**config.mk**
```make
export PLATFORM = sky130hd
export DESIGN_NAME = rng_request_arbiter
export DESIGN_NICKNAME = d
export VERILOG_FILES = /design/src/rtl/rng_request_arbiter_pkg.sv /design/src/rtl/rng_request_arbiter_rr_priority_picker.sv /design/src/rtl/rng_request_arbiter.sv
export SDC_FILE = /design/constraint.sdc
export NUM_CORES = 1
export LEC_CHECK = 0
export CAP_MARGIN = 20
export CORE_AREA = 2 2 157 159
export DETAILED_ROUTE_END_ITERATION = 8
export DIE_AREA = 0 0 159 161
export PLACE_DENSITY = 0.73
export SYNTH_ARGS = -nofsm -noshare
export SYNTH_HDL_FRONTEND = slang
export SYNTH_HIERARCHICAL = 1
export SYNTH_SLANG_ARGS = --single-unit
```
**constraint.sdc**
```tcl
create_clock -name in_clock -period 6.65 [get_ports in_clock]
set_input_delay 1.33 -clock in_clock [delete_from_list [all_inputs] [get_ports in_clock]]
set_output_delay 1.33 -clock in_clock [all_outputs]
set_load 0.02 [all_outputs]
```
**src/rtl/rng_request_arbiter_pkg.sv**
```systemverilog
// Shared FSM encoding, sizing helpers and defaults for the RNG request arbiter.
package rng_request_arbiter_pkg;

  localparam int DEFAULT_WIDTH = 32;
  // Wait counter wide enough for the largest supported generator latency (15).
  localparam int CNT_W = 4;

  typedef enum logic [1:0] {
    ST_IDLE    = 2'd0,
    ST_ISSUE   = 2'd1,
    ST_WAIT    = 2'd2,
    ST_DELIVER = 2'd3
  } state_e;

  function automatic int clog2(input int value);
    int r;
    r = 0;
    while ((32'sd1 << r) < value) begin
      r = r + 1;
    end
    return r;
  endfunction

endpackage

```
**src/rtl/rng_request_arbiter_rr_priority_picker.sv**
```systemverilog
// Round-robin priority picker: first set request bit at or after ptr, wrapping.
module rr_priority_picker
  import rng_request_arbiter_pkg::*;
#(
  parameter int N_REQ = 4,
  parameter int ID_W  = clog2(N_REQ)
) (
  input  logic [N_REQ-1:0] i_req,
  input  logic [ID_W-1:0]  i_ptr,
  output logic             o_any,
  output logic [ID_W-1:0]  o_idx
);

  logic [N_REQ-1:0] w_rot;
  logic [ID_W-1:0]  w_off;
  logic [ID_W:0]    w_sum;

  // Rotate so bit 0 of w_rot is the requester sitting at the pointer.
  assign w_rot = N_REQ'({i_req, i_req} >> i_ptr);

  // Scan from the far end so the set bit nearest the pointer is written last.
  always_comb begin
    w_off = {ID_W{1'b0}};
    for (int k = N_REQ - 1; k >= 0; k--) begin
      w_off = w_rot[k] ? ID_W'(k) : w_off;
    end
  end

  assign w_sum = {1'b0, i_ptr} + {1'b0, w_off};
  assign o_any = |i_req;
  assign o_idx = (w_sum >= (ID_W + 1)'(N_REQ)) ? ID_W'(w_sum - (ID_W + 1)'(N_REQ))
                                               : w_sum[ID_W-1:0];

endmodule

```
**src/rtl/rng_request_arbiter.sv**
```systemverilog
// Shares one random generator among N_REQ requesters with round-robin arbitration,
// a fixed-latency capture of the generator output and a one-hot grant pulse.
module rng_request_arbiter
  import rng_request_arbiter_pkg::*;
#(
  parameter int WIDTH       = DEFAULT_WIDTH,
  parameter int N_REQ       = 4,
  parameter int GEN_LATENCY = 1,
  parameter int ID_W        = clog2(N_REQ)
) (
  input  logic                    in_clock,
  input  logic                    in_reset,
  input  logic [N_REQ-1:0]        in_req,
  input  logic [N_REQ*WIDTH-1:0]  in_min,
  input  logic [N_REQ*WIDTH-1:0]  in_max,
  output logic [N_REQ-1:0]        out_grant,
  output logic [ID_W-1:0]         out_grant_id,
  output logic                    out_valid,
  output logic signed [WIDTH-1:0] out_random,
  output logic                    out_range_error,
  output logic                    out_gen_enable,
  output logic signed [WIDTH-1:0] out_gen_min,
  output logic signed [WIDTH-1:0] out_gen_max,
  input  logic signed [WIDTH-1:0] in_gen_random
);

  localparam logic [N_REQ-1:0] GRANT_LSB = {{(N_REQ - 1){1'b0}}, 1'b1};

  state_e                  r_state;
  logic [ID_W-1:0]         r_rr_ptr;
  logic [ID_W-1:0]         r_id;
  logic [CNT_W-1:0]        r_cnt;

  logic                    w_any;
  logic [ID_W-1:0]         w_idx;
  logic signed [WIDTH-1:0] w_min_arr [N_REQ];
  logic signed [WIDTH-1:0] w_max_arr [N_REQ];
  logic signed [WIDTH-1:0] w_min_sel;
  logic signed [WIDTH-1:0] w_max_sel;

  for (genvar g = 0; g < N_REQ; g++) begin : g_slice
    assign w_min_arr[g] = in_min[g*WIDTH +: WIDTH];
    assign w_max_arr[g] = in_max[g*WIDTH +: WIDTH];
  end

  assign w_min_sel = w_min_arr[w_idx];
  assign w_max_sel = w_max_arr[w_idx];

  rr_priority_picker #(
    .N_REQ (N_REQ),
    .ID_W  (ID_W)
  ) u_picker (
    .i_req (in_req),
    .i_ptr (r_rr_ptr),
    .o_any (w_any),
    .o_idx (w_idx)
  );

  // Controller: outputs are written on the edge that enters the state they belong to,
  // so out_gen_min/max double as the latched bounds for the whole transaction.
  always_ff @(posedge in_clock) begin
    if (!in_reset) begin
      r_state         <= ST_IDLE;
      r_rr_ptr        <= {ID_W{1'b0}};
      r_id            <= {ID_W{1'b0}};
      r_cnt           <= {CNT_W{1'b0}};
      out_grant       <= {N_REQ{1'b0}};
      out_grant_id    <= {ID_W{1'b0}};
      out_valid       <= 1'b0;
      out_random      <= {WIDTH{1'b0}};
      out_range_error <= 1'b0;
      out_gen_enable  <= 1'b0;
      out_gen_min     <= {WIDTH{1'b0}};
      out_gen_max     <= {WIDTH{1'b0}};
    end else begin
      case (r_state)
        ST_IDLE: begin
          if (w_any) begin
            r_id <= w_idx;
            if (w_min_sel > w_max_sel) begin
              // Inverted range: skip the generator and return min flagged as an error.
              out_random      <= w_min_sel;
              out_valid       <= 1'b1;
              out_grant       <= GRANT_LSB << w_idx;
              out_grant_id    <= w_idx;
              out_range_error <= 1'b1;
              r_state         <= ST_DELIVER;
            end else begin
              out_gen_enable  <= 1'b1;
              out_gen_min     <= w_min_sel;
              out_gen_max     <= w_max_sel;
              r_state         <= ST_ISSUE;
            end
          end else begin
            r_state <= ST_IDLE;
          end
        end
        ST_ISSUE: begin
          out_gen_enable <= 1'b0;
          r_cnt          <= CNT_W'(GEN_LATENCY);
          r_state        <= ST_WAIT;
        end
        ST_WAIT: begin
          r_cnt <= r_cnt - CNT_W'(1);
          if (r_cnt == CNT_W'(1)) begin
            out_random      <= in_gen_random;
            out_valid       <= 1'b1;
            out_grant       <= GRANT_LSB << r_id;
            out_grant_id    <= r_id;
            out_range_error <= 1'b0;
            r_state         <= ST_DELIVER;
          end else begin
            r_state <= ST_WAIT;
          end
        end
        ST_DELIVER: begin
          out_valid       <= 1'b0;
          out_grant       <= {N_REQ{1'b0}};
          out_grant_id    <= {ID_W{1'b0}};
          out_range_error <= 1'b0;
          r_rr_ptr        <= (r_id == ID_W'(N_REQ - 1)) ? {ID_W{1'b0}} : r_id + ID_W'(1);
          r_state         <= ST_IDLE;
        end
        default: begin
          out_valid       <= 1'b0;
          out_grant       <= {N_REQ{1'b0}};
          out_gen_enable  <= 1'b0;
          out_range_error <= 1'b0;
          r_state         <= ST_IDLE;
        end
      endcase
    end
  end

endmodule

```
# Word-level counts from Yosys, hierarchy flattened
# Index checks and enable logic that the tools add are counted.
# totals
regBits	115
in_bits	294
output_inout_bits	105
elab_cells	82
# classes
n_addsub	4
magnitude_cmp	3
eq_ne	9
shifts	3
mux	38
n_bitwise	2
n_reduce_logical	11
# op_table
operator	count
two-way mux 32 bit	7
binary-select mux 32 bit (select 2 bit)	2
one-hot mux 32 bit (2 select lines)	1
> comparator 32 bit	1
two-way mux 2 bit	11
two-way mux 4 bit	3
one-hot mux 4 bit (3 select lines)	1
one-hot mux 2 bit (4 select lines)	1
one-hot mux 4 bit (2 select lines)	1
AND reduction 4 bit	2
<< shifter 1 x 2 -> 4 bit, first input constant	2
>> shifter 8 x 2 -> 4 bit	1
two-way mux 1 bit	7
equality test 2 bit, second input constant	3
greater-or-equal comparator 3 bit, second input constant	2
!= test 2 bit, second input constant	3
one-hot mux 1 bit (3 select lines)	2
one-hot mux 2 bit (3 select lines)	1
AND reduction 3 bit	2
nonzero test 2 bit	3
equality test 4 x 1 -> 1 bit, second input constant	1
OR reduction 4 bit	1
subtractor 4 x 1 -> 4 bit, second input constant	1
adder 2 x 2 -> 3 bit	1
other kinds (10)	10

# Longest topological paths before layout
# Gate-level depths: netlist of the first run.
# depth
depth_word	16
mapped_depth	22
depth_no_buf	17

# Hierarchy
# Netlist of the first run, hierarchy kept.
# modules_own_cells
module	n_inst	cells_per_inst	area_per_inst_um2	seq_area_each_um2
rng_request_arbiter	1	784	7439.6	2302.2
rr_priority_picker	1	27	178.9	0.0

# Worst setup path before layout of the first run
# No wires, ideal clock.
# synth_path
path_kind	input port to flip-flop
startpoint	in in_req[0]
endpoint	reg out_random[0]
setup_time_ns	0.116
arrival_ns	5.301
t_required_ns	6.534
setup_slack_ns	1.233
cell_stages	20
n_path_buf	5
path_cell_list	nor2_1 nor3_1 a21oi_1 o211ai_1 ha_1 clkbuf_1 buf_2 buf_1 mux4_2 inv_1 ha_1 a21oi_1 o21ai_1 a211oi_1 nand3_1 o311ai_2 buf_4 buf_4 nand3_1 and3b_1
# synth_between
elab_chain_cells	15
word_cells_on_any_way	24
classes_between	2 x add/sub; 2 x order compare; 2 x eq/ne; 1 x shift; 14 x mux; 1 x bitwise; 2 x reduce/logical
# synth_rtl
element	line_no	source
start, declared	rng_request_arbiter.sv:13	input logic [N_REQ-1:0] in_req,
>> shifter 8 x 2 -> 4 bit *	rng_request_arbiter_rr_priority_picker.sv:19	assign w_rot = N_REQ'({i_req, i_req} >> i_ptr);
two-way mux 2 bit (3 in series)	rng_request_arbiter_rr_priority_picker.sv:25	w_off = w_rot[k] ? ID_W'(k) : w_off;
two-way mux 2 bit *	rng_request_arbiter_rr_priority_picker.sv:25	
adder 2 x 2 -> 3 bit *	rng_request_arbiter_rr_priority_picker.sv:29	assign w_sum = {1'b0, i_ptr} + {1'b0, w_off};
greater-or-equal comparator 3 bit or subtractor 2 x 1 -> 2 bit (tied branches)	rng_request_arbiter_rr_priority_picker.sv:31	assign o_idx = (w_sum >= (ID_W + 1)'(N_REQ)) ? ID_W'(w_sum - (ID_W + 1)'(N_REQ))
two-way mux 2 bit *	rng_request_arbiter_rr_priority_picker.sv:31	
via w_idx[0]	rng_request_arbiter.sv:35	logic [ID_W-1:0] w_idx;
NOT 2 -> 3 bit (not written as such) *	rng_request_arbiter.sv:46, rng_request_arbiter.sv:47	
binary-select mux 32 bit (select 2 bit), on equally long branches	rng_request_arbiter.sv:46, rng_request_arbiter.sv:47	
two-way mux 32 bit, on equally long branches (2 in series)	rng_request_arbiter.sv:46, rng_request_arbiter.sv:47	
> comparator 32 bit or two-way mux 32 bit (tied branches)	rng_request_arbiter.sv:80	if (w_min_sel > w_max_sel) begin
!= test 2 bit (no source line) or two-way mux 32 bit (tied branches)	--	
AND reduction 4 bit (no source line) or one-hot mux 32 bit (2 select lines) (tied branches)	--	
end signal, assigned	rng_request_arbiter.sv:70	out_random <= {WIDTH{1'b0}};
end signal, assigned	rng_request_arbiter.sv:82	out_random <= w_min_sel;
end signal, assigned	rng_request_arbiter.sv:106	out_random <= in_gen_random;
end, declared	rng_request_arbiter.sv:19	output logic signed [WIDTH-1:0] out_random,
# The timed path passes the listed nets; every way through them passes the cells marked *. The select of a mux whose other input is x is not followed.
# A chain may end at the register's enable or synchronous reset.

# Worst setup path after layout of the first run
# layout_path
startpoint	in in_req[0]
endpoint	reg out_gen_max[3]
# layout_between
elab_chain_cells	15
word_cells_on_any_way	20
classes_between	2 x add/sub; 2 x order compare; 1 x shift; 11 x mux; 2 x bitwise; 2 x reduce/logical
# layout_rtl
element	line_no	source
>> shifter 8 x 2 -> 4 bit *	rng_request_arbiter_rr_priority_picker.sv:19	
two-way mux 2 bit (3 in series)	rng_request_arbiter_rr_priority_picker.sv:25	
two-way mux 2 bit *	rng_request_arbiter_rr_priority_picker.sv:25	
adder 2 x 2 -> 3 bit *	rng_request_arbiter_rr_priority_picker.sv:29	
greater-or-equal comparator 3 bit or subtractor 2 x 1 -> 2 bit (tied branches)	rng_request_arbiter_rr_priority_picker.sv:31	
two-way mux 2 bit *	rng_request_arbiter_rr_priority_picker.sv:31	
via w_idx[0]	rng_request_arbiter.sv:35	
NOT 2 -> 3 bit (not written as such) *	rng_request_arbiter.sv:46, rng_request_arbiter.sv:47	
binary-select mux 32 bit (select 2 bit), on equally long branches	rng_request_arbiter.sv:46, rng_request_arbiter.sv:47	
two-way mux 32 bit, on equally long branches (2 in series)	rng_request_arbiter.sv:46, rng_request_arbiter.sv:47	
> comparator 32 bit	rng_request_arbiter.sv:80	
NOT 1 bit (no source line)	--	
AND reduction 3 bit (no source line)	--	
end signal, assigned	rng_request_arbiter.sv:74	out_gen_max <= {WIDTH{1'b0}};
end signal, assigned	rng_request_arbiter.sv:91	out_gen_max <= w_max_sel;
end, declared	rng_request_arbiter.sv:23	output logic signed [WIDTH-1:0] out_gen_max,
# Marks and branches as above.

==> results of run 1 <==
-- worst paths after layout --
path	startpoint	end	slack (ps)
worst min-delay path	out_gen_min[23]	out_gen_min[23]	450
worst max-delay path	in_req[0]	out_gen_max[3]	550
worst max register to register	r_rr_ptr[0]	out_gen_max[3]	1550
worst min register to register	out_gen_min[23]	out_gen_min[23]	450
-- area by class of cell --
cell class / instances / area [um^2] / area share (%)
clock inverter: 13 / 114 / 0.917
multi-input combinational: 582 / 4830 / 38.9
inverter: 40 / 150 / 1.21
clock buffer: 18 / 439 / 3.54
sequential: 115 / 2300 / 18.5
timing repair buffer: 417 / 4180 / 33.6
tap: 324 / 405 / 3.26
-- per-layer routing --
layer,vias up,global-route usage (%)
met5,-,0
met4,0,5.66
met3,35,4.88
met2,361,37.8
met1,3730,31.1
li1,3754,-
-- sequential cells by signal, summed over array words and instances, names as in the netlist --
| register | flops |
|---|---|
| r_state | 2 |
| out_gen_max | 32 |
| out_gen_enable | 1 |
| out_gen_min | 32 |
| r_id | 2 |
| out_grant | 4 |
| out_range_error | 1 |
| out_grant_id | 2 |
| out_valid | 1 |
| r_cnt | 4 |
| r_rr_ptr | 2 |
| out_random | 32 |
-- power by group through the flow --
stage | Sequential [mW] | Clock [mW] | Combinational (mW)
2_1_floorplan | 1.47 | 0 | 1.75
3_3_place_gp | 1.15 | 0 | 3.25
3_5_place_dp | 1.15 | 0 | 3.30
4_1_cts | 1.15 | 0.887 | 3.31
5_1_grt | 1.18 | 0.918 | 3.56
6_report | 1.15 | 0.870 | 3.28
-- cells in the final DEF (no fill, tap or decap), types with 35 or more instances in the layout --
master	count
ha_1	39
mux2i_1	45
a21oi_1	51
dfxtp_1	115
inv_1	39
nand2_1	99
nand3_1	35
nand4_1	70
clkdlybuf4s50_1	397
o21ai_1	65
mux4_2	64
-- through the flow --
stage	hold WS, ps	power [mW]	area, um^2
floorplan	473	3.22	7620
global placement	434	4.40	11900
detailed placement	439	4.45	11900
CTS	448	5.34	12400
global route	458	5.66	12400
finish	446	5.30	12400
-- cells in the mapped netlist, types with 33 or more instances --
master	number	share of area, %
dfxtp_1	115	30
nand2_1	99	4.9
nand4_1	70	5.7
o21ai_1	65	4.3
mux4_2	64	19
a21oi_1	51	3.4
mux2i_1	45	5.9
ha_1	40	6.6
clkbuf_1	39	1.9
inv_1	39	1.9
nand3_1	35	2.3
and3b_1	33	3.8
-- logic make-up after synthesis --
| kind of cell | Yosys count | synth area share, % |
|---|---|---|
| AND/OR/NAND/NOR | 284 | 20.3 |
| AO/OA/AOI/OAI | 146 | 10.8 |
| flip-flops | 115 | 30.2 |
| buffers and inverters | 114 | 6.95 |
| multiplexers | 110 | 25.0 |
| adder cells (fa/ha/maj) | 40 | 6.57 |
| XOR/XNOR | 2 | 0.230 |
-- worst reg2reg max path: stages (launching register included) --
cell and delay, ps:
dfxtp_1 600, nand2_1 150, nor2_1 110, o21ai_0 90
o211ai_1 190, ha_4 180, xor2_1 230, xnor2_2 180
buf_4 360, mux4_2 490, ha_1 370, a21oi_1 160
o21ai_1 90, a211oi_1 440, and3_1 240, a211o_2 320
and2_2 220, buf_4 390, o21ai_1 170
==> metrics.csv, run 1 <==
stage;metric;value;unit
final_layout;synthesis-to-layout area growth;63.0;%
global_route;total global routing overflow;0;
power_and_ir_drop;part of the power in registers;21.7;%
clock_network;clock root cell;clkbuf_16;
clock_network;hold_buf cts;0;
logic_synthesis;Mapped Nets;1145;
clock_network;Clock transition at path regs;50;ps
clock_network;CTS Sinks;115;
routing;DR top layer;met4;
status;status;completed;
placement;routability congestion estimate;0.898;
setup_path;most used cell, CP;a21oi_1;
die;Core Area;24000;um^2
routing;met2 WL;14200;um
setup_path;worst endpoint required time;6930;ps
die;starting density of the core;31.8;%
power_and_ir_drop;Clock Power Share;16.4;%
setup_path;WP buf/inv;5;
die;die width;159;um
clock_network;CTS tree;built;
clock_network;clk_lat worst skew;410;ps
power_and_ir_drop;Gate power share;61.9;%
timing;unrepaired setup endpoints after global routing;false;
logic_synthesis;syn avg cell area;9.39;um^2
logic_synthesis;Post-synth EDFFs;0;
final_layout;Non-Filler Instances;1509;
routing;DRC;0;
timing;fin. max-slew vios;0;
setup_path;Slowest-stage cell, CP;mux4_2;
placement;Port-buffer cells;398;
setup_path;Crit. path cell count;19;
timing;Max-slew headroom;27.5;%
timing;Final Hold Fails;0;
logic_synthesis;ys flop type;dfxtp_1;
power_and_ir_drop;pwr dens;427;nW/um^2
routing;DRT Wirelength;30000;um
logic_synthesis;synthesized area;7620;um^2
logic_synthesis;count of different cell masters after synthesis;49;
routing;WL met3;2090;um
placement;DP Worst Slack;118;ps
routing;Post-DRT Antenna Nets;0;
clock_network;H-tree levels;4;
setup_path;crit-path max cell delay;560;ps
die;overall die height;161;um
logic_synthesis;FF+latch count, synth;115;
global_route;Tot GR Track Use;23.0;%
final_layout;antenna cell count;0;
setup_path;delay-heaviest family, CP;buffers and inverters;
setup_path;CP Cell Sequence;clkdlybuf4s50_1 -> nor2_1 -> nor3_1 -> a21oi_1 -> o211ai_1 -> ha_4 -> buf_12 -> buf_4 -> mux4_2 -> inv_1 -> ha_1 -> a21oi_1 -> a21oi_1 -> a211oi_1 -> and3_1 -> a211o_2 -> and2_2 -> buf_4 -> o21ai_1;
timing;min Tclk post-route;6100;ps
power_and_ir_drop;worst vdd ir;0.257;mV
routing;Initial DRC Count;557;
timing;Final Cycle Share;91.8;%
routing;drt via density;5.22;
placement;placed cells;1478;
global_route;number of global-route vias before repair;7736;
routing;drt pass-1 iters;5;
die;I/O pin count;399;
power_and_ir_drop;Net Sw Frac;44.2;%
timing;Worst Skew;11.8;ps
setup_path;crit path kind;in2reg;
die;row cnt;57;
final_layout;filler instances;2207;
global_route;initial antenna violation count;0;
clock_network;maximum clock path buffer count;2;
setup_path;CP max FO;41;
worst_hold_path;Hold Crit Class;reg2reg;
power_and_ir_drop;LEAKAGE;4.88;nW
setup_path;Critical Path Start Type;input port;
final_layout;Post-Route Utilization;51.8;%
logic_synthesis;Cells after Synth;811;
job;maxcap violations;0;
setup_path;FF-to-FF path depth;18;
placement;HPWL Detailed;23500;um
power_and_ir_drop;sw power;2.34;mW
timing;Worst Tran Pin Value;1090;ps
timing;Setup TNS Final;0;ps
timing;top achievable clock speed;164;MHz
setup_path;WP data arrival;6380;ps
clock_network;PostCTS Resize Cnt;0;
clock_network;CTS buffer count;17;
power_and_ir_drop;Internal;2.96;mW
timing;Final Setup Violations;0;
logic_synthesis;Async SR Flop Fraction;0;%
global_route;pin count of the biggest net entering global routing;109;
worst_hold_path;hold path cells;2;
final_layout;share of post-route cells with drive strength above 1;10.8;%
clock_network;post-CTS setup buffers;0;
setup_path;Worst setup EP type;register;
die;die footprint;25600;um^2
timing;post-route worst setup slack;549;ps
final_layout;Final nets;1507;
routing;met1 wire length;13200;um
global_route;first-pass GRT wire length;45800;um
routing;vias post-DR;7880;
logic_synthesis;Yosys warning count;6;
logic_synthesis;sequential share of the synthesized area;30.2;%
routing;DR WL/cell;19.9;um
Note: power is estimated with default switching activity, not from simulation.
==> run 2: changes to the inputs <==
--- a/config.mk
+++ b/config.mk
@@ -6,11 +6,10 @@
 export NUM_CORES = 1
 export LEC_CHECK = 0
 export CAP_MARGIN = 20
-export CORE_AREA = 2 2 157 159
+export CORE_AREA = 2 2 154 156
 export DETAILED_ROUTE_END_ITERATION = 8
-export DIE_AREA = 0 0 159 161
-export PLACE_DENSITY = 0.73
+export DIE_AREA = 0 0 156 158
+export PLACE_DENSITY = 0.75
 export SYNTH_ARGS = -nofsm -noshare
 export SYNTH_HDL_FRONTEND = slang
-export SYNTH_HIERARCHICAL = 1
 export SYNTH_SLANG_ARGS = --single-unit
==> run 2 against run 1 <==
Routed wire length is 7.9% lower; sequential cell count stayed put; area after synthesis is 0.77% lower; critical path type unchanged; hold slack better by 19 ps; clock power is 10% higher; first-iteration DRC count is 46% lower; largest power group unchanged; setup slack better by 250 ps.
==> metrics.csv, run 2 <==
stage;metric;value;unit;change
clock_network;H-tree levels;4;;unchanged
clock_network;clk_lat worst skew;410;ps;about the same
job;maxcap violations;0;;unchanged
logic_synthesis;Post-synth EDFFs;0;;unchanged
setup_path;CP Cell Sequence;clkdlybuf4s50_1 -> inv_1 -> o311ai_0 -> o21ai_0 -> nand2_1 -> ha_4 -> xnor2_4 -> buf_12 -> mux2i_1 -> mux2i_2 -> ha_1 -> a21oi_1 -> o21ai_0 -> a221oi_1 -> o21ai_1 -> o2111ai_1 -> o211a_2 -> buf_4 -> nor2_2 -> o221a_2;;
setup_path;CP max FO;54;;+32%
logic_synthesis;ys flop type;dfxtp_1;;
final_layout;commonest non-fill, non-tap cells in the layout;397 x clkdlybuf4s50_1, 138 x mux2i_1, 115 x dfxtp_1;;
clock_network;CTS tree;built;;
logic_synthesis;mux contribution to synthesized area;33.3;%;+8.3 points
setup_path;WP data arrival;6140;ps;-240 ps
die;starting density of the core;32.8;%;+1.0 points
status;status;completed;;
logic_synthesis;post-synth top area share;30.5;%;+0.24 points
global_route;first-pass GRT wire length;40400;um;-12%
setup_path;FF-to-FF path depth;20;;+2
power_and_ir_drop;pwr dens;413;nW/um^2;-3.2%
setup_path;WP buf/inv;4;;-1
final_layout;synthesis-to-layout area growth;64.1;%;
logic_synthesis;cell accounting for the most synthesized area;dfxtp_1;;
clock_network;maximum clock path buffer count;2;;unchanged
setup_path;reg-to-reg slack, setup;1800;ps;+250 ps
setup_path;Slowest-stage cell, CP;clkdlybuf4s50_1;;
die;row cnt;56;;-1.8%
worst_hold_path;Hold Startpoint;out_grant[0];;
power_and_ir_drop;worst vdd ir;0.217;mV;-15%
clock_network;CTS buffer count;17;;unchanged
final_layout;antenna cell count;0;;unchanged
timing;Final Hold Fails;0;;unchanged
setup_path;crit-path max cell delay;600;ps;+40 ps
global_route;total global routing overflow;0;;unchanged
clock_network;clock root cell;clkbuf_16;;
setup_path;Worst R2R End;out_grant_id[1];;
routing;drt via density;5.13;;-1.8%
clock_network;post-CTS setup buffers;0;;unchanged
logic_synthesis;count of different cell masters after synthesis;54;;+10%
final_layout;Final nets;1441;;-4.4%
setup_path;delay-heaviest family, CP;compound AO/OA/AOI/OAI gates;;
global_route;Tot GR Track Use;21.4;%;-1.6 points
logic_synthesis;Yosys warning count;0;;-6
clock_network;Clock transition at path regs;60;ps;about the same
power_and_ir_drop;LEAKAGE;5.35;nW;+9.6%
final_layout;commonest non-fill, non-tap cell in the layout;clkdlybuf4s50_1;;
worst_hold_path;Hold Crit Class;reg2reg;;
routing;drt pass-1 iters;4;;-1
placement;routability congestion estimate;0.764;;-15%
routing;Initial DRC Count;302;;-46%
timing;Setup TNS Final;0;ps;unchanged
timing;Final Setup Violations;0;;unchanged
logic_synthesis;top-count cell post-synth;mux2i_1;;
clock_network;hold_buf cts;0;;unchanged
die;overall die height;158;um;-1.9%
logic_synthesis;synthesized area;7560;um^2;-0.77%
timing;top achievable clock speed;171;MHz;+4.3%
timing;Worst Tran Pin Value;1010;ps;-81.6 ps
logic_synthesis;Simple-Gate Fraction of Synth Area;8.44;%;-12 points
setup_path;Crit. path cell count;20;;+1
logic_synthesis;top cells by count, synth;138 x mux2i_1, 115 x dfxtp_1, 84 x nor2_1;;
logic_synthesis;sequential share of the synthesized area;30.5;%;+0.24 points
setup_path;worst endpoint required time;6940;ps;about the same
routing;DRT Wirelength;27600;um;-7.9%
logic_synthesis;Synth Area in XOR/XNOR;0.364;%;+0.13 points
logic_synthesis;Adder-Cell Fraction of Synth Area;6.79;%;+0.22 points
setup_path;crit path kind;in2reg;;
die;I/O pin count;399;;unchanged
global_route;initial antenna violation count;0;;unchanged
setup_path;FF-to-FF Start;r_rr_ptr[0];;
timing;Max-slew headroom;32.8;%;+5.4 points
timing;Final Cycle Share;88.0;%;-3.8 points
global_route;number of global-route vias before repair;7277;;-5.9%
logic_synthesis;Compound-Gate Fraction of Synth Area;14.3;%;+3.5 points
logic_synthesis;Area contributors post-synth;dfxtp_1 30%, mux2i_1 18%, mux4_2 9.5%;;
placement;DP Worst Slack;423;ps;+305 ps
timing;post-route worst setup slack;801;ps;+253 ps
setup_path;Worst setup EP type;register;;
routing;DR WL/cell;19.6;um;-1.3%
timing;min Tclk post-route;5850;ps;-253 ps
setup_path;Critical Path Start Type;input port;;
placement;HPWL Detailed;21500;um;-8.5%
logic_synthesis;FF+latch count, synth;115;;unchanged
die;die footprint;24600;um^2;-3.7%
logic_synthesis;Async SR Flop Fraction;0;%;unchanged
timing;fin. max-slew vios;0;;unchanged
die;Core Area;23100;um^2;-3.8%
setup_path;most used cell, CP;o21ai_0;;
clock_network;CTS Sinks;115;;unchanged
setup_path;Setup crit end;out_grant_id[1];;
final_layout;filler instances;2055;;-6.9%
routing;vias post-DR;7217;;-8.4%
logic_synthesis;syn avg cell area;10.4;um^2;+11%
setup_path;Setup crit start;in_req[3];;
final_layout;share of post-route cells with drive strength above 1;11.2;%;+0.38 points
global_route;pin count of the biggest net entering global routing;74;;-32%
routing;Post-DRT Antenna Nets;0;;unchanged
routing;DRC;0;;unchanged
logic_synthesis;largest family of logic cells by synthesized area;multiplexers;;
final_layout;top flop regs;out_gen_max x32, out_gen_min x32, out_random x32;;
clock_network;PostCTS Resize Cnt;0;;unchanged
timing;Worst Skew;8.56;ps;-3.22 ps
logic_synthesis;Mapped Nets;1063;;-7.2%
placement;Port-buffer cells;398;;unchanged
die;die width;156;um;-1.9%
logic_synthesis;Cells after Synth;728;;-10%
timing;unrepaired setup endpoints after global routing;false;;
-- run 2: per-layer routing --
layer  vias up  GRT usage, %  share of wire [%]  routed length, um
li1       3469             -                  -                  -
met1      3415          25.2                 41              11300
met2       288          37.6                 49              13500
met3        45          5.53                7.4               2030
met4         0          7.99                3.0                822
met5         -             0                  0                  0
-- run 2: cell families (layout without fill, tap and decap cells) --
logic type / count (synthesis) / count (layout)
xor gates and xnor gates: 1 / 1
AOI/OAI and AO/OA: 126 / 126
and+or+nand+nor: 149 / 149
DFF: 115 / 115
buffers and inverters: 96 / 486
adders and majority gates: 41 / 41
muxes: 200 / 200
-- run 2: final cells by class --
| class | instances | area, um^2 | area share (%) |
|---|---|---|---|
| inverter | 42 | 158 | 1.27 |
| multi-input combinational | 517 | 4810 | 38.8 |
| sequential | 115 | 2300 | 18.6 |
| tap | 290 | 363 | 2.92 |
| clock inverter | 9 | 126 | 1.02 |
| timing repair buffer | 413 | 4150 | 33.5 |
| clock buffer | 22 | 494 | 3.98 |
-- run 2: through the flow --
| stage | utilization, % | total power [mW] | instance area [um^2] | instances | hold slack, ps |
|---|---|---|---|---|---|
| 2_1_floorplan | - | 3.03 | 7560 | 728 | 467 |
| 3_3_place_gp | 51.1 | 4.15 | 11800 | 1377 | 454 |
| 3_5_place_dp | 51.1 | 4.19 | 11800 | 1377 | 454 |
| 4_1_cts | 53.8 | 5.18 | 12400 | 1408 | 471 |
| 5_1_grt | 53.8 | 5.42 | 12400 | 1408 | 490 |
| 6_report | 53.8 | 5.13 | 12400 | 1408 | 465 |
-- run 2: worst min path at each step --
stage                           to  cells past startpoint
floorplan                  r_id[0]                      2
global placement    out_gen_enable                      2
detailed placement    out_grant[3]                      2
CTS                   out_grant[3]                      2
global route          out_grant[2]                      2
finish                out_grant[0]                      2
-- run 2: report_power, final --
group          internal (mW)  switching [mW]  total [mW]  leakage (nW)
sequential             0.957           0.150        1.11         0.946
clock                  0.635           0.324       0.959         0.308
combinational           1.48            1.58        3.06          4.09
-- run 2: worst register-to-register path: stages, from the launching register on --
cell and delay, ps:
dfxtp_1 560, nor2_1 90, nand2_1 70, o21ai_0 80, o21ai_0 170, nand2_1 110
ha_4 190, xnor2_4 220, buf_12 310, mux2i_1 380, mux2i_2 150, ha_1 350
a21oi_1 140, o21ai_0 150, a221oi_1 370, o21ai_1 200, o2111ai_1 250, o211a_2 270
buf_4 260, nor2_2 140, o221a_2 280
==> run 3: changes to the inputs <==
--- a/config.mk
+++ b/config.mk
@@ -6,10 +6,11 @@
 export NUM_CORES = 1
 export LEC_CHECK = 0
 export CAP_MARGIN = 20
-export CORE_AREA = 2 2 154 156
+export CORE_MARGIN = 8
+export CORE_UTILIZATION = 36
 export DETAILED_ROUTE_END_ITERATION = 8
-export DIE_AREA = 0 0 156 158
-export PLACE_DENSITY = 0.75
+export GPL_ROUTABILITY_DRIVEN = 0
+export PLACE_DENSITY = 0.83
 export SYNTH_ARGS = -nofsm -noshare
 export SYNTH_HDL_FRONTEND = slang
 export SYNTH_SLANG_ARGS = --single-unit
==> constraint.sdc (replaced) <==
create_clock -name in_clock -period 5.15 [get_ports in_clock]
set_input_delay 1.03 -clock in_clock [delete_from_list [all_inputs] [get_ports in_clock]]
set_output_delay 1.03 -clock in_clock [all_outputs]
set_load 0.02 [all_outputs]
==> run 3 against run 2 <==
Non-clock buffer count up 119; sequential cell count unchanged; critical path depth up 2; design area up 12%; final cell count up 7.5%; largest power group unchanged; sequential power up 30%; setup slack worse by 700 ps; first-iteration DRC count up 30%; routed wire length up 25%; largest cell class is now buffers.
==> metrics.csv, run 3 (synthesis results as in run 2) <==
stage;metric;value;unit;change
status;status;completed;;
final_layout;top flop regs;out_gen_max x32, out_gen_min x32, out_random x32;;
routing;drt pass-1 iters;5;;+1
placement;Port-buffer cells;398;;unchanged
setup_path;FF-to-FF path depth;22;;+10%
die;starting density of the core;36.3;%;+3.5 points
global_route;total global routing overflow;0;;unchanged
worst_hold_path;Hold Startpoint;out_grant[1];;
worst_hold_path;Hold EP;out_grant[1];;
power_and_ir_drop;part of the power in registers;18.6;%;-3.0 points
clock_network;clock root cell;clkbuf_16;;
routing;DRC;0;;unchanged
timing;Worst Tran Pin Value;894;ps;-113 ps
timing;Max-slew headroom;40.2;%;+7.4 points
die;die width;161;um;+3.1%
timing;Worst Skew;12.2;ps;+3.60 ps
setup_path;Worst R2R End;out_random[7];;
timing;Final Hold Fails;0;;unchanged
timing;Setup TNS Final;0;ps;unchanged
global_route;initial antenna violation count;1;;+1
setup_path;crit path kind;in2reg;;
worst_hold_path;Hold Crit Class;reg2reg;;
setup_path;worst endpoint required time;5440;ps;-1500 ps
final_layout;Final nets;1561;;+8.3%
die;I/O pin count;399;;unchanged
global_route;number of global-route vias before repair;8415;;+16%
routing;Post-DRT Antenna Nets;0;;unchanged
die;row cnt;53;;-5.4%
power_and_ir_drop;Net Sw Frac;39.2;%;-0.83 points
setup_path;reg-to-reg slack, setup;410;ps;-1390 ps
final_layout;Non-Filler Instances;1514;;+7.5%
worst_hold_path;hold path cells;2;;unchanged
timing;Final Setup Violations;0;;unchanged
power_and_ir_drop;Clock Power Share;16.4;%;-2.3 points
global_route;first-pass GRT wire length;49300;um;+22%
setup_path;WP data arrival;5340;ps;-800 ps
power_and_ir_drop;sw power;3.04;mW;+48%
final_layout;Post-Route Utilization;66.6;%;+13 points
die;die footprint;25900;um^2;+5.0%
setup_path;CP max FO;6;;-89%
power_and_ir_drop;Internal;4.71;mW;+53%
clock_network;CTS tree;built;;
routing;DRT Wirelength;34500;um;+25%
die;Core Area;20800;um^2;-9.7%
final_layout;share of post-route cells with drive strength above 1;22.3;%;+11 points
final_layout;commonest non-fill, non-tap cell in the layout;clkdlybuf4s50_1;;
job;maxcap violations;0;;unchanged
routing;vias post-DR;7893;;+9.4%
power_and_ir_drop;pwr dens;559;nW/um^2;+35%
clock_network;maximum clock path buffer count;2;;unchanged
setup_path;Critical Path Start Type;input port;;
clock_network;CTS buffer count;17;;unchanged
global_route;Tot GR Track Use;24.5;%;+3.1 points
clock_network;CTS Sinks;115;;unchanged
clock_network;Clock transition at path regs;60;ps;about the same
setup_path;Worst setup EP type;register;;
clock_network;H-tree levels;4;;unchanged
final_layout;commonest non-fill, non-tap cells in the layout;393 x clkdlybuf4s50_1, 124 x mux2i_1, 115 x dfxtp_1;;
timing;min Tclk post-route;5050;ps;
routing;DR WL/cell;22.8;um;+16%
timing;fin. max-slew vios;0;;unchanged
power_and_ir_drop;worst vdd ir;0.301;mV;+39%
routing;drt via density;5.21;;+1.7%
global_route;pin count of the biggest net entering global routing;47;;-36%
clock_network;clk_lat worst skew;420;ps;about the same
routing;Initial DRC Count;393;;+30%
timing;hold slack;463;ps;-1.97 ps
power_and_ir_drop;LEAKAGE;6.03;nW;+13%
timing;top achievable clock speed;198;MHz;
setup_path;FF-to-FF Start;r_rr_ptr[0];;
final_layout;antenna cell count;0;;unchanged
timing;Final Cycle Share;98.1;%;
final_layout;synthesis-to-layout area growth;83.4;%;
placement;HPWL Detailed;26000;um;+20%
die;overall die height;161;um;+1.8%
power_and_ir_drop;Gate power share;64.9;%;+5.2 points
placement;placed cells;1439;;+4.5%
[run 3: cell types whose count changed in the layout (fill, tap and decap cells not counted), moves of 4 or more]
cell,previous run,this run
clkdlybuf4s50_1,397,393
buf_6,0,8
buf_12,5,15
mux2i_2,30,34
mux2i_1,138,124
mux2i_4,0,10
buf_4,10,102
[run 3: metal layers]
layer | up-vias | global-route usage (%) | wire [um]
met5 | - | 0 | 20
met4 | 2 | 5.35 | 716
met3 | 40 | 7.09 | 2210
met2 | 306 | 45.0 | 17900
met1 | 3821 | 27.4 | 13700
li1 | 3724 | - | -
[run 3: area by class of cell]
class	count	area, um^2
Timing Repair Buffer	532	5360
Clock inverter	9	151
Clock buffer	23	478
Sequential cell	115	2300
Tap cell	275	344
Multi-Input combinational cell	518	5070
Inverter	42	158
Fill cell	1581	6960
[run 3: power groups by stage]
stage | clock (mW) | combinational, mW | sequential (mW)
finish | 1.27 | 5.03 | 1.44
global route | 1.33 | 5.34 | 1.48
CTS | 1.29 | 4.70 | 1.43
detailed placement | 0 | 4.35 | 1.45
global placement | 0 | 4.26 | 1.43
floorplan | 0 | 2.11 | 1.80
[run 3: critical path, cell delays in order]
cell and delay (ps):
clkdlybuf4s15_1 250, buf_4 190, nor4_2 270, a21oi_1 60, nand2_1 130, ha_4 220, buf_12 140, buf_16 130
buf_12 140, buf_8 130, buf_4 130, mux4_2 450, inv_1 80, ha_1 230, o211ai_1 150, a21boi_1 120
o41a_1 410, o2111ai_2 240, o211a_4 270, a21oi_4 80, clkbuf_16 220, o221a_1 240
[run 3: through the flow]
stage          setup WS, ps  area [um^2]  power (mW)
6_report                100        13900        7.75
2_1_floorplan          61.9         7560        3.92
5_1_grt               -60.1        13900        8.15
3_3_place_gp           -785        12400        5.69
3_5_place_dp           -926        12400        5.79
4_1_cts                17.7        13300        7.42
[run 3: worst max path at each step]
stage	from	cells past startpoint	endpoint
4_1_cts	in_req[3]	24	out_gen_min[28]
3_3_place_gp	in_req[3]	20	out_random[24]
2_1_floorplan	in_req[3]	21	out_random[15]
6_report	in_req[0]	22	out_random[7]
3_5_place_dp	in_req[3]	19	out_random[24]
5_1_grt	in_req[0]	22	out_random[14]
[run 3: repair_timing]
| item | 4_1_cts | 5_1_grt |
|---|---|---|
| gates resized for setup | 27 | 58 |
| endpoints found under the setup margin | 106 | 106 |
| gates cloned | 3 | 3 |
| hold buffers | 0 | 0 |
| buffers inserted | 13 | 24 |
| pin swaps | 8 | 14 |
